--- config.mk ---
export PLATFORM = sky130hd
export DESIGN_NAME = uart_cmd_rx
export DESIGN_NICKNAME = d
export VERILOG_FILES = /design/src/rtl/uart_cmd_rx.sv
export SDC_FILE = /design/constraint.sdc
export NUM_CORES = 1
export LEC_CHECK = 0
export CAP_MARGIN = 0
export CORE_ASPECT_RATIO = 1.2
export CORE_MARGIN = 5
export CORE_UTILIZATION = 23
export CTS_CLUSTER_SIZE = 10
export DETAILED_ROUTE_END_ITERATION = 8
export HOLD_SLACK_MARGIN = 0.1
export SETUP_SLACK_MARGIN = 0.05
export SLEW_MARGIN = 5
export SYNTH_ARGS = -nofsm -noshare
export SYNTH_HDL_FRONTEND = slang
export SYNTH_SLANG_ARGS = --single-unit
--- constraint.sdc ---
create_clock -name clk -period 4.9 [get_ports clk]
set_input_delay 1.225 -clock clk [delete_from_list [all_inputs] [get_ports clk]]
set_output_delay 1.225 -clock clk [all_outputs]
set_load 0.1 [all_outputs]
--- src/rtl/uart_cmd_rx.sv ---
// uart_cmd_rx: 16x-oversampled 8N1 UART receiver with command decode.
// Turns the serial command stream into one-clock command strobes for the
// downstream vending-machine FSM.
module uart_cmd_rx #(
    parameter int unsigned CLK_FREQ = 100_000_000,
    parameter int unsigned BAUD     = 9600,
    parameter int unsigned OVS      = 16,
    parameter int unsigned DIV      = CLK_FREQ / (BAUD * OVS)
) (
    input  logic       clk,
    input  logic       reset,
    input  logic       RxD,
    output logic       cmd_one,
    output logic       cmd_five,
    output logic       cmd_ten,
    output logic       cmd_stop,
    output logic       cmd_reset,
    output logic       unknown_cmd,
    output logic [7:0] rx_data,
    output logic       rx_valid,
    output logic       frame_err
);

    localparam int unsigned CNT_W = (DIV > 1) ? $clog2(DIV) : 1;
    localparam int unsigned PH_W  = $clog2(OVS);

    localparam logic [CNT_W-1:0] CNT_LAST = CNT_W'(DIV - 1);
    localparam logic [PH_W-1:0]  PH_MID   = PH_W'(OVS / 2 - 1);
    localparam logic [PH_W-1:0]  PH_END   = PH_W'(OVS - 1);

    localparam logic [7:0] CODE_ONE   = 8'h61;
    localparam logic [7:0] CODE_FIVE  = 8'h62;
    localparam logic [7:0] CODE_TEN   = 8'h63;
    localparam logic [7:0] CODE_STOP  = 8'h73;
    localparam logic [7:0] CODE_RESET = 8'h72;

    localparam logic [2:0] S_IDLE  = 3'd0;
    localparam logic [2:0] S_START = 3'd1;
    localparam logic [2:0] S_DATA  = 3'd2;
    localparam logic [2:0] S_STOP  = 3'd3;
    localparam logic [2:0] S_BREAK = 3'd4;

    logic             sync1, rxs;
    logic [1:0]       settle;
    logic             armed;
    logic             tick;

    logic [2:0]       state, state_nxt;
    logic [CNT_W-1:0] cnt, cnt_nxt;
    logic [PH_W-1:0]  ph, ph_nxt;
    logic [2:0]       idx, idx_nxt;
    logic [7:0]       shreg, shreg_nxt;
    logic [7:0]       data_nxt;
    logic             one_nxt, five_nxt, ten_nxt, stop_nxt, rst_cmd_nxt;
    logic             unk_nxt, valid_nxt, ferr_nxt;

    assign tick = (cnt == CNT_LAST);

    // Two-flop synchroniser; a start is only accepted once a genuine idle-high
    // level has been seen after reset, so a line that is low at reset release
    // (e.g. mid-frame) cannot fake a start edge.
    always_ff @(posedge clk or negedge reset) begin
        if (!reset) begin
            sync1  <= 1'b1;
            rxs    <= 1'b1;
            settle <= 2'b00;
            armed  <= 1'b0;
        end else begin
            sync1  <= RxD;
            rxs    <= sync1;
            settle <= {settle[0], 1'b1};
            armed  <= armed | (settle[1] & rxs);
        end
    end

    // State, counters, shift register and registered outputs.
    always_ff @(posedge clk or negedge reset) begin
        if (!reset) begin
            state       <= S_IDLE;
            cnt         <= '0;
            ph          <= '0;
            idx         <= '0;
            shreg       <= '0;
            rx_data     <= '0;
            cmd_one     <= 1'b0;
            cmd_five    <= 1'b0;
            cmd_ten     <= 1'b0;
            cmd_stop    <= 1'b0;
            cmd_reset   <= 1'b0;
            unknown_cmd <= 1'b0;
            rx_valid    <= 1'b0;
            frame_err   <= 1'b0;
        end else begin
            state       <= state_nxt;
            cnt         <= cnt_nxt;
            ph          <= ph_nxt;
            idx         <= idx_nxt;
            shreg       <= shreg_nxt;
            rx_data     <= data_nxt;
            cmd_one     <= one_nxt;
            cmd_five    <= five_nxt;
            cmd_ten     <= ten_nxt;
            cmd_stop    <= stop_nxt;
            cmd_reset   <= rst_cmd_nxt;
            unknown_cmd <= unk_nxt;
            rx_valid    <= valid_nxt;
            frame_err   <= ferr_nxt;
        end
    end

    // Next-state, sampling and decode logic.
    always_comb begin
        state_nxt   = state;
        cnt_nxt     = tick ? '0 : cnt + CNT_W'(1);
        ph_nxt      = tick ? ph + PH_W'(1) : ph;
        idx_nxt     = idx;
        shreg_nxt   = shreg;
        data_nxt    = rx_data;
        one_nxt     = 1'b0;
        five_nxt    = 1'b0;
        ten_nxt     = 1'b0;
        stop_nxt    = 1'b0;
        rst_cmd_nxt = 1'b0;
        unk_nxt     = 1'b0;
        valid_nxt   = 1'b0;
        ferr_nxt    = 1'b0;

        case (state)
            S_IDLE: begin
                // Holding the counters at zero aligns sampling to the start edge.
                cnt_nxt = '0;
                ph_nxt  = '0;
                idx_nxt = '0;
                if (armed && !rxs) begin
                    state_nxt = S_START;
                end
            end
            S_START: begin
                if (tick && ph == PH_MID) begin
                    if (rxs) begin
                        state_nxt = S_IDLE;
                    end else begin
                        ph_nxt    = '0;
                        idx_nxt   = '0;
                        state_nxt = S_DATA;
                    end
                end
            end
            S_DATA: begin
                if (tick && ph == PH_END) begin
                    shreg_nxt = {rxs, shreg[7:1]};
                    if (idx == 3'd7) begin
                        state_nxt = S_STOP;
                    end else begin
                        idx_nxt = idx + 3'd1;
                    end
                end
            end
            S_STOP: begin
                // Leaving at mid stop bit lets a back-to-back start bit be caught.
                if (tick && ph == PH_END) begin
                    if (rxs) begin
                        data_nxt  = shreg;
                        valid_nxt = 1'b1;
                        state_nxt = S_IDLE;
                        case (shreg)
                            CODE_ONE:   one_nxt     = 1'b1;
                            CODE_FIVE:  five_nxt    = 1'b1;
                            CODE_TEN:   ten_nxt     = 1'b1;
                            CODE_STOP:  stop_nxt    = 1'b1;
                            CODE_RESET: rst_cmd_nxt = 1'b1;
                            default:    unk_nxt     = 1'b1;
                        endcase
                    end else begin
                        ferr_nxt  = 1'b1;
                        state_nxt = S_BREAK;
                    end
                end
            end
            S_BREAK: begin
                if (rxs) begin
                    state_nxt = S_IDLE;
                end
            end
            default: begin
                state_nxt = S_IDLE;
            end
        endcase
    end

endmodule
==> results.cfg, run 1 <==
[run_status]
status = completed

[sta]
hold_viol = 0
worst_slew_pin_slew_ns = 1.203
finClkSkew_ns = 0.006134
finalSetupViolCount = 0
finalCritPeriodShare_pct = 60.98
fin_crit_ns = 2.988
rsz0062_at_grt = false
maxSlewHeadroom_pct = 19.10
fmax_mhz = 334.7
drv_slew = 0
finalSetupTns_ns = 0

[power]
netSwitchingPower_w = 0.0002748
cellPowerDensity_nw_per_um2 = 363.0
p_comb_share_pct = 14.8
finalPower_w = 0.0009687
switching_share_pct = 28.37
seq_power_share_pct = 50.4
leakage_nw = 1.169
ir_drop_mv = 0.1467
intPower_w = 0.0006939
clock_power_share_pct = 34.8

[clock_tree]
cts_tree = built
cts_buffers = 5
root_buffer = clkbuf_16
path_clk_slew_ns = 0.06
cts_sinks = 49
clk_path_buf_depth = 2
postCtsResizedCells = 0
post_cts_buffers = 0
clk_latency_ns = 0.28
cts-hold-fix-buffers = 0
cts_max_level = 2

[logic_synthesis]
synthFlopType = dfrtp_1
ys_seq_elements = 49
synthesis.instances = 187
synth_nets = 195
synth_adder_area_share_pct = 2.790
synth_edf_count = 0
ys_async_sr_fraction_pct = 100.0
syn_area_um2 = 2242
yosys_warnings = 0
synth_top_family_by_area = simple AND/OR/NAND/NOR gates
synth_cell_type_count = 44
synth_xor_area_share_pct = 3.906
avgSynthCellArea_um2 = 11.99
seq_area_frac_synth_pct = 54.80
synthSimpleGateAreaFrac_pct = 17.19
synth-compound-area-share_pct = 6.417
synthMuxAreaShare_pct = 11.22

[critical_path]
critPathMaxStageDelay_ns = 1.13
startpoint_type = register
critical-path-top-delay-family = buffers and inverters
worstPathArrival_ns = 1.76
worstSetupPathType = reg2out
crit_path_top_delay_cell = clkdlybuf4s50_1
path_cells = clkdlybuf4s50_1
critPathBufInv = 1
critPathMaxFanout = 2
endpoint_kind = output port
critPathRequiredTime_ns = 3.67
r2r_slack_ns = 2.68

[layout]
fin_nets = 216
final_util_pct = 28.05
syn_to_final_growth_pct = 19.03
instances_no_fill = 331
n_antenna_cell = 0
final_area_um2 = 2669
drive_above_1_share_pct = 16.83

[global_route]
grt_pass1_wl_um = 6934
grt_max_degree = 50
antenna_found_initial = 0
grt_pass1_vias = 1406
overflow = 0
globalRouteTotalUtil_pct = 7.243

[floorplanning]
die_area_um2 = 11830
die_y_um = 118.2
die_w_um = 100.1
num_rows = 39
num_io_pins = 19
start_util_pct = 23.56
core_area_um2 = 9515

[route]
drt_pre_antenna_iters = 4
viasPerCell = 4.275
final_antenna_net_count = 0
wl_per_cell_um = 11.81
via_count = 1415
drt-total-wl_um = 3910
route.detailed.drc = 0
first_iter_violations = 76

[hold_path]
hp-class = reg2reg

[placement]
dpl_cell_area_um2 = 2522
portBuffers = 18
hpwl_um = 2802
dp_cells = 324
place_congestion = 0.8079

[job]
drv_cap = 0
-- registers in the layout (all words and copies together) (netlist names) --
| signal | flops |
|---|---|
| rx_valid | 1 |
| cmd_ten | 1 |
| unknown_cmd | 1 |
| rx_data | 8 |
| cmd_five | 1 |
| cmd_stop | 1 |
| ph | 4 |
| sync1 | 1 |
| frame_err | 1 |
| idx | 3 |
| armed | 1 |
| cnt | 10 |
| rxs | 1 |
| cmd_one | 1 |
| settle | 2 |
| shreg | 8 |
| cmd_reset | 1 |
| state | 3 |
-- cells in the mapped netlist (2+ instances only) --
| master | count | share of area, % |
|---|---|---|
| a21oi_1 | 5 | 1.1 |
| and3b_1 | 2 | 0.78 |
| mux2i_1 | 3 | 1.3 |
| dfstp_2 | 2 | 2.3 |
| nand3_1 | 10 | 2.2 |
| xnor2_1 | 7 | 2.7 |
| mux2_4 | 8 | 5.4 |
| a22o_1 | 3 | 1.2 |
| nor4_1 | 2 | 0.56 |
| nor2_1 | 24 | 4.0 |
| and2b_2 | 3 | 1.2 |
| mux2_2 | 9 | 4.5 |
| o21ai_0 | 2 | 0.45 |
| xor2_1 | 3 | 1.2 |
| ha_1 | 5 | 2.8 |
| dfrtp_1 | 47 | 52 |
| o211ai_1 | 2 | 0.67 |
| nor3_1 | 4 | 0.89 |
| nand4_1 | 4 | 1.1 |
| nand2_1 | 8 | 1.3 |
| or3_1 | 3 | 0.84 |
| inv_1 | 8 | 1.3 |
| and3_1 | 2 | 0.56 |
-- power by group through the flow --
| stage | sequential, W | combinational (W) | clock (W) |
|---|---|---|---|
| 4_1_cts | 0.000488 | 0.000145 | 0.000350 |
| 2_1_floorplan | 0.000474 | 0.000132 | 0 |
| 5_1_grt | 0.000496 | 0.000165 | 0.000366 |
| 3_5_place_dp | 0.000495 | 0.000145 | 0 |
| 6_report | 0.000488 | 0.000143 | 0.000337 |
| 3_3_place_gp | 0.000494 | 0.000141 | 0 |
-- logic make-up after synthesis --
kind of cell / after synthesis
AO/OA/AOI/OAI: 20
XOR/XNOR: 10
adder cells (fa/ha/maj): 5
buffers and inverters: 12
flip-flops: 49
multiplexers: 20
other: 1
AND/OR/NAND/NOR: 70
-- metal layers --
| metal | global-route usage, % | wire length, um |
|---|---|---|
| met2 | 11.28 | 1845 |
| met1 | 9.403 | 1786 |
| met5 | 0 | 0 |
| met3 | 2.357 | 212 |
| met4 | 2.527 | 66 |
-- cell usage in the layout (no fill, tap or decap), types with 2 or more instances in the layout --
cell / Yosys / routed
nor2_1: 24 / 24
inv_1: 8 / 8
or3_1: 3 / 3
nand2_1: 8 / 8
o21ai_0: 2 / 2
nor4_1: 2 / 2
o211ai_1: 2 / 2
nand4_1: 4 / 4
dfrtp_1: 47 / 47
and3b_1: 2 / 2
mux2_2: 9 / 9
xor2_1: 3 / 3
mux2_4: 8 / 8
dfstp_2: 2 / 2
ha_1: 5 / 5
nand3_1: 10 / 10
a21oi_1: 5 / 5
xnor2_1: 7 / 7
a22o_1: 3 / 3
mux2i_1: 3 / 3
nor3_1: 4 / 4
and3_1: 2 / 2
clkdlybuf4s50_1: 0 / 17
and2b_2: 3 / 3
clkbuf_16: 0 / 5
-- area by class of cell --
cell class	instances	area [um^2]
Fill cell	991	6847
Sequential cell	49	1229
Multi-Input combinational cell	126	934.6
Timing Repair Buffer	18	175.2
Tap cell	123	153.9
Clock buffer	6	138.9
Inverter	8	30.03
Clock inverter	1	7.507
-- final timing paths --
check	startpoint	depth (start not counted)	endpoint
setup / recovery	rx_data[7]	1	rx_data[7]
hold / removal	settle[0]	0	settle[1]
setup reg to reg	cnt[0]	6	rx_data[3]
hold reg to reg	settle[0]	0	settle[1]
max in group asynchronous	reset	1	cmd_one
min in group asynchronous	reset	1	cmd_reset
-- through the flow --
stage / setup WS [ns] / hold slack [ns]
after floorplan: 2.777 / 0.3312
after global placement: 2.220 / 0.3331
after detailed placement: 2.208 / 0.3365
after CTS: 1.893 / 0.3516
after global routing: 1.855 / 0.3582
final: 1.912 / 0.3481
(Power assumes the default switching activity.)
==> inputs of run 2 (changes only) <==
- clock period: 4.9 -> 3.1 ns (I/O delays scaled with it)
==> results.cfg, run 2 (synthesis gave the netlist of run 1 again) <==
[clock_tree]
cts_tree = built
root_buffer = clkbuf_16
cts_sinks = 49
cts_buffers = 5
cts_max_level = 2
cts-hold-fix-buffers = 0
path_clk_slew_ns = 0.06
post_cts_buffers = 0
clk_path_buf_depth = 2
clk_latency_ns = 0.28
postCtsResizedCells = 0

[power]
finalPower_w = 0.001626
cellPowerDensity_nw_per_um2 = 609.2
clock_power_share_pct = 38.0
seq_power_share_pct = 47.4
ir_drop_mv = 0.2359
p_comb_share_pct = 14.6
switching_share_pct = 26.87
intPower_w = 0.001189
netSwitchingPower_w = 0.0004371
leakage_nw = 1.227

[layout]
drive_above_1_share_pct = 25.12
largest_reg_flops = 10
multi_input_area_um2 = 934.6
reg_top3 = cnt (10), rx_data (8), shreg (8)
final_util_pct = 28.06
ff_latch_area_um2 = 1229
layout_commonest_cell = dfrtp_1
syn_to_final_growth_pct = 19.08
fin_nets = 218
n_antenna_cell = 0
layout_common_cells = 47 x dfrtp_1, 24 x nor2_1, 18 x buf_4, 10 x nand3_1, 9 x mux2_2
regMostFlops = cnt
fillers = 989

[critical_path]
r2r_slack_ns = 0.93
worst_r2r_endpoint = rx_data[5]
worstPathArrival_ns = 2.34
endpoint_kind = register
worstSetupPathType = reg2reg
critPathMaxFanout = 9
critPathRequiredTime_ns = 3.27
startpoint_type = register
crit-reg2reg-launch = cnt[4]
reg2regPathDepth = 4

[global_route]
grt_max_degree = 27
grt_util_met2_pct = 11.98
overflow = 0
grt_pass1_vias = 1477
grt_pass1_wl_um = 7003
met3_usage_pct = 2.416
antenna_found_initial = 0
globalRouteTotalUtil_pct = 7.329
busiest_layer = met2
met1_usage_pct = 8.668

[run_status]
status = completed

[sta]
worst_slew_pin_slew_ns = 0.5026
maxSlewHeadroom_pct = 66.19
finClkSkew_ns = 0.002946
finalSetupViolCount = 0
rsz0062_at_grt = false
fin_crit_ns = 2.170
drv_slew = 0
fmax_mhz = 460.9
finalCritPeriodShare_pct = 69.99
hold_viol = 0
finalSetupTns_ns = 0

[route]
wl_per_cell_um = 12.04
drt-total-wl_um = 4022
viasPerCell = 4.281
via_count = 1430
drt_pre_antenna_iters = 4
final_antenna_net_count = 0
first_iter_violations = 49
route.detailed.drc = 0

[job]
drv_cap = 0

[floorplanning]
die_w_um = 100.1
num_io_pins = 19
die_area_um2 = 11830
num_rows = 39
core_area_um2 = 9515
die_y_um = 118.2
start_util_pct = 23.56

[hold_path]
min-delay-start = settle[0]
hp-class = reg2reg
hold_depth = 0
holdPathEnd = settle[1]

[placement]
portBuffers = 18
place_congestion = 0.7489
hpwl_um = 2969
-- run 2: area by class of cell --
| type | instances | share of cell area, % |
|---|---|---|
| clock buffers | 7 | 5.342 |
| inverters | 8 | 1.125 |
| well taps | 123 | 5.764 |
| clock inverters | 1 | 1.125 |
| flip-flops and latches | 49 | 46.02 |
| multi-input cells | 126 | 35.00 |
| repair buffers | 20 | 5.623 |
-- run 2: how the worst max path moves through the flow --
stage	end	slack, ns	startpoint
2_1_floorplan	rx_data[0]	1.18	cnt[4]
3_3_place_gp	rx_data[0]	0.97	cnt[4]
3_5_place_dp	rx_data[4]	0.92	cnt[4]
4_1_cts	rx_data[5]	0.91	cnt[4]
5_1_grt	rx_data[4]	0.80	cnt[5]
6_report	rx_data[5]	0.93	cnt[4]
-- run 2: power groups by stage --
stage | registers [W] | logic (W) | clock network (W)
global route | 0.000784 | 0.000271 | 0.000671
floorplan | 0.000749 | 0.000209 | 0
finish | 0.000771 | 0.000238 | 0.000618
CTS | 0.000771 | 0.000243 | 0.000638
detailed placement | 0.000783 | 0.000241 | 0
global placement | 0.000780 | 0.000235 | 0
-- run 2: critical path, cell delays in order, from the launching register on --
cell and delay, ns:
dfrtp_1 0.43, nor4b_4 0.41, and4_1 0.50, and4_4 0.40, mux2_4 0.31
-- run 2: layer usage --
| layer | vias to the layer above | wire [um] |
|---|---|---|
| li1 | 705 | - |
| met1 | 701 | 1773 |
| met2 | 20 | 2012 |
| met3 | 4 | 164 |
| met4 | 0 | 71 |
| met5 | - | 0 |
-- run 2: stage by stage --
step | hold WS (ns) | std cells | worst slack (ns) | cell area (um^2)
2_1_floorplan | 0.3312 | 187 | 1.180 | 2242
3_3_place_gp | 0.3327 | 326 | 0.9716 | 2497
3_5_place_dp | 0.3347 | 326 | 0.9225 | 2497
4_1_cts | 0.3494 | 334 | 0.9145 | 2670
5_1_grt | 0.3540 | 334 | 0.8007 | 2670
6_report | 0.3474 | 334 | 0.9304 | 2670
==> inputs of run 3 (changes only) <==
- clock period: 3.1 -> 2.2 ns (I/O delays scaled with it)
==> results.cfg, run 3 (synthesis gave the netlist of run 1 again) <==
[critical_path]
critPathBufInv = 2
path_cells = inv_1 > ha_1 > and3b_1 > and4_1 > buf_4 > mux2_2 > a22o_1
worstSetupPathType = reg2reg
startpoint_type = register
worstPathArrival_ns = 2.13
critPathMaxStageDelay_ns = 0.42
worstSetupStartpoint = cnt[0]
crit-reg2reg-launch = cnt[0]
critPathRequiredTime_ns = 2.37
critical-path-top-delay-family = simple AND/OR/NAND/NOR gates
critPathMaxFanout = 7
endpoint_kind = register
crit_path_top_delay_cell = dfrtp_1

[sta]
finalSetupViolCount = 0
maxSlewHeadroom_pct = 21.23
fin_crit_ns = 1.952
finClkSkew_ns = 0.005483
fmax_mhz = 512.2
finalCritPeriodShare_pct = 88.75
rsz0062_at_grt = false
hold_viol = 0
drv_slew = 0
worst_slew_pin_slew_ns = 1.172
finalSetupTns_ns = 0

[global_route]
overflow = 0
grt_pass1_vias = 1489
globalRouteTotalUtil_pct = 7.694
grt_max_degree = 50
antenna_found_initial = 0
grt_pass1_wl_um = 7286

[layout]
drive_above_1_share_pct = 25.94
reg_top3 = cnt (10), rx_data (8), shreg (8)
fillers = 978
fin_nets = 219
syn_to_final_growth_pct = 20.76
multi_input_area_um2 = 934.6
final_area_um2 = 2708
ff_latch_area_um2 = 1229
layout_commonest_cell = dfrtp_1
largest_reg_flops = 10
n_antenna_cell = 0
regMostFlops = cnt
layout_common_cells = 47 x dfrtp_1, 24 x nor2_1, 18 x buf_4, 10 x nand3_1, 9 x mux2_2
final_util_pct = 28.46

[power]
cellPowerDensity_nw_per_um2 = 883.5
leakage_nw = 1.247
ir_drop_mv = 0.4103

[route]
first_iter_violations = 31
route.detailed.drc = 0
drt-total-wl_um = 4165
wl_per_cell_um = 12.43
via_count = 1446
final_antenna_net_count = 0
viasPerCell = 4.316
drt_pre_antenna_iters = 4

[floorplanning]
num_io_pins = 19
num_rows = 39
core_area_um2 = 9515
die_w_um = 100.1
die_area_um2 = 11830
start_util_pct = 23.56
die_y_um = 118.2

[placement]
portBuffers = 18
dpl_cell_area_um2 = 2517
place_congestion = 0.7755
hpwl_um = 2997

[clock_tree]
path_clk_slew_ns = 0.06
cts-hold-fix-buffers = 0
clk_path_buf_depth = 2
cts_sinks = 49
postCtsResizedCells = 0
cts_buffers = 5
clk_latency_ns = 0.29
root_buffer = clkbuf_16
cts_max_level = 2
cts_tree = built
post_cts_buffers = 0

[job]
drv_cap = 0

[hold_path]
hp-class = in2async

[run_status]
status = completed
run 3: per-stage QoR:
step / std cells / setup slack (ns) / total power (W) / hold WS [ns]
after floorplan: 187 / 0.2797 / 0.001350 / 0.2544
after global placement: 327 / 0.3034 / 0.001441 / 0.3339
after detailed placement: 327 / 0.2570 / 0.001448 / 0.3365
after CTS: 335 / 0.2574 / 0.002420 / 0.2576
after global routing: 335 / 0.1086 / 0.002533 / 0.2594
final: 335 / 0.2476 / 0.002392 / 0.2321
run 3: per-layer routing:
metal / global-route usage (%) / vias up / wire (um)
li1: - / 707 / -
met1: 8.967 / 711 / 1776
met2: 12.65 / 22 / 2119
met3: 2.416 / 6 / 172
met4: 3.791 / 0 / 96
met5: 0 / - / 0
run 3: worst register-to-register path, cell delays in order (launching register included):
cell     delay (ns)
dfrtp_1        0.42
inv_1          0.08
ha_1           0.13
and3b_1        0.26
and4_1         0.28
buf_4          0.17
mux2_2         0.33
a22o_1         0.17
run 3: final timing paths:
check                       endpoint  slack [ns]  depth (start not counted)
min                         shreg[2]        0.23                          2
max reg2reg                   idx[2]        0.25                          7
max                           idx[2]        0.25                          7
min in group clk           settle[1]        0.35                          0
min reg2reg                settle[1]        0.35                          0
max in group asynchronous        rxs        1.67                          2
run 3: area by class of cell:
class,count,share of cell area [%]
repair buffers,21,6.285
clock buffers,5,4.621
inverters,8,1.109
well taps,123,5.684
flip-flops and latches,49,45.38
multi-input cells,126,34.52
clock inverters,3,2.403
run 3: where the power goes:
group / internal, W / switching (W) / total, W / leakage [nW]
registers: 0.000973 / 0.000103 / 0.00108 / 0.655
clock network: 0.000648 / 0.000312 / 0.000960 / 0.0938
logic: 0.000141 / 0.000215 / 0.000356 / 0.498
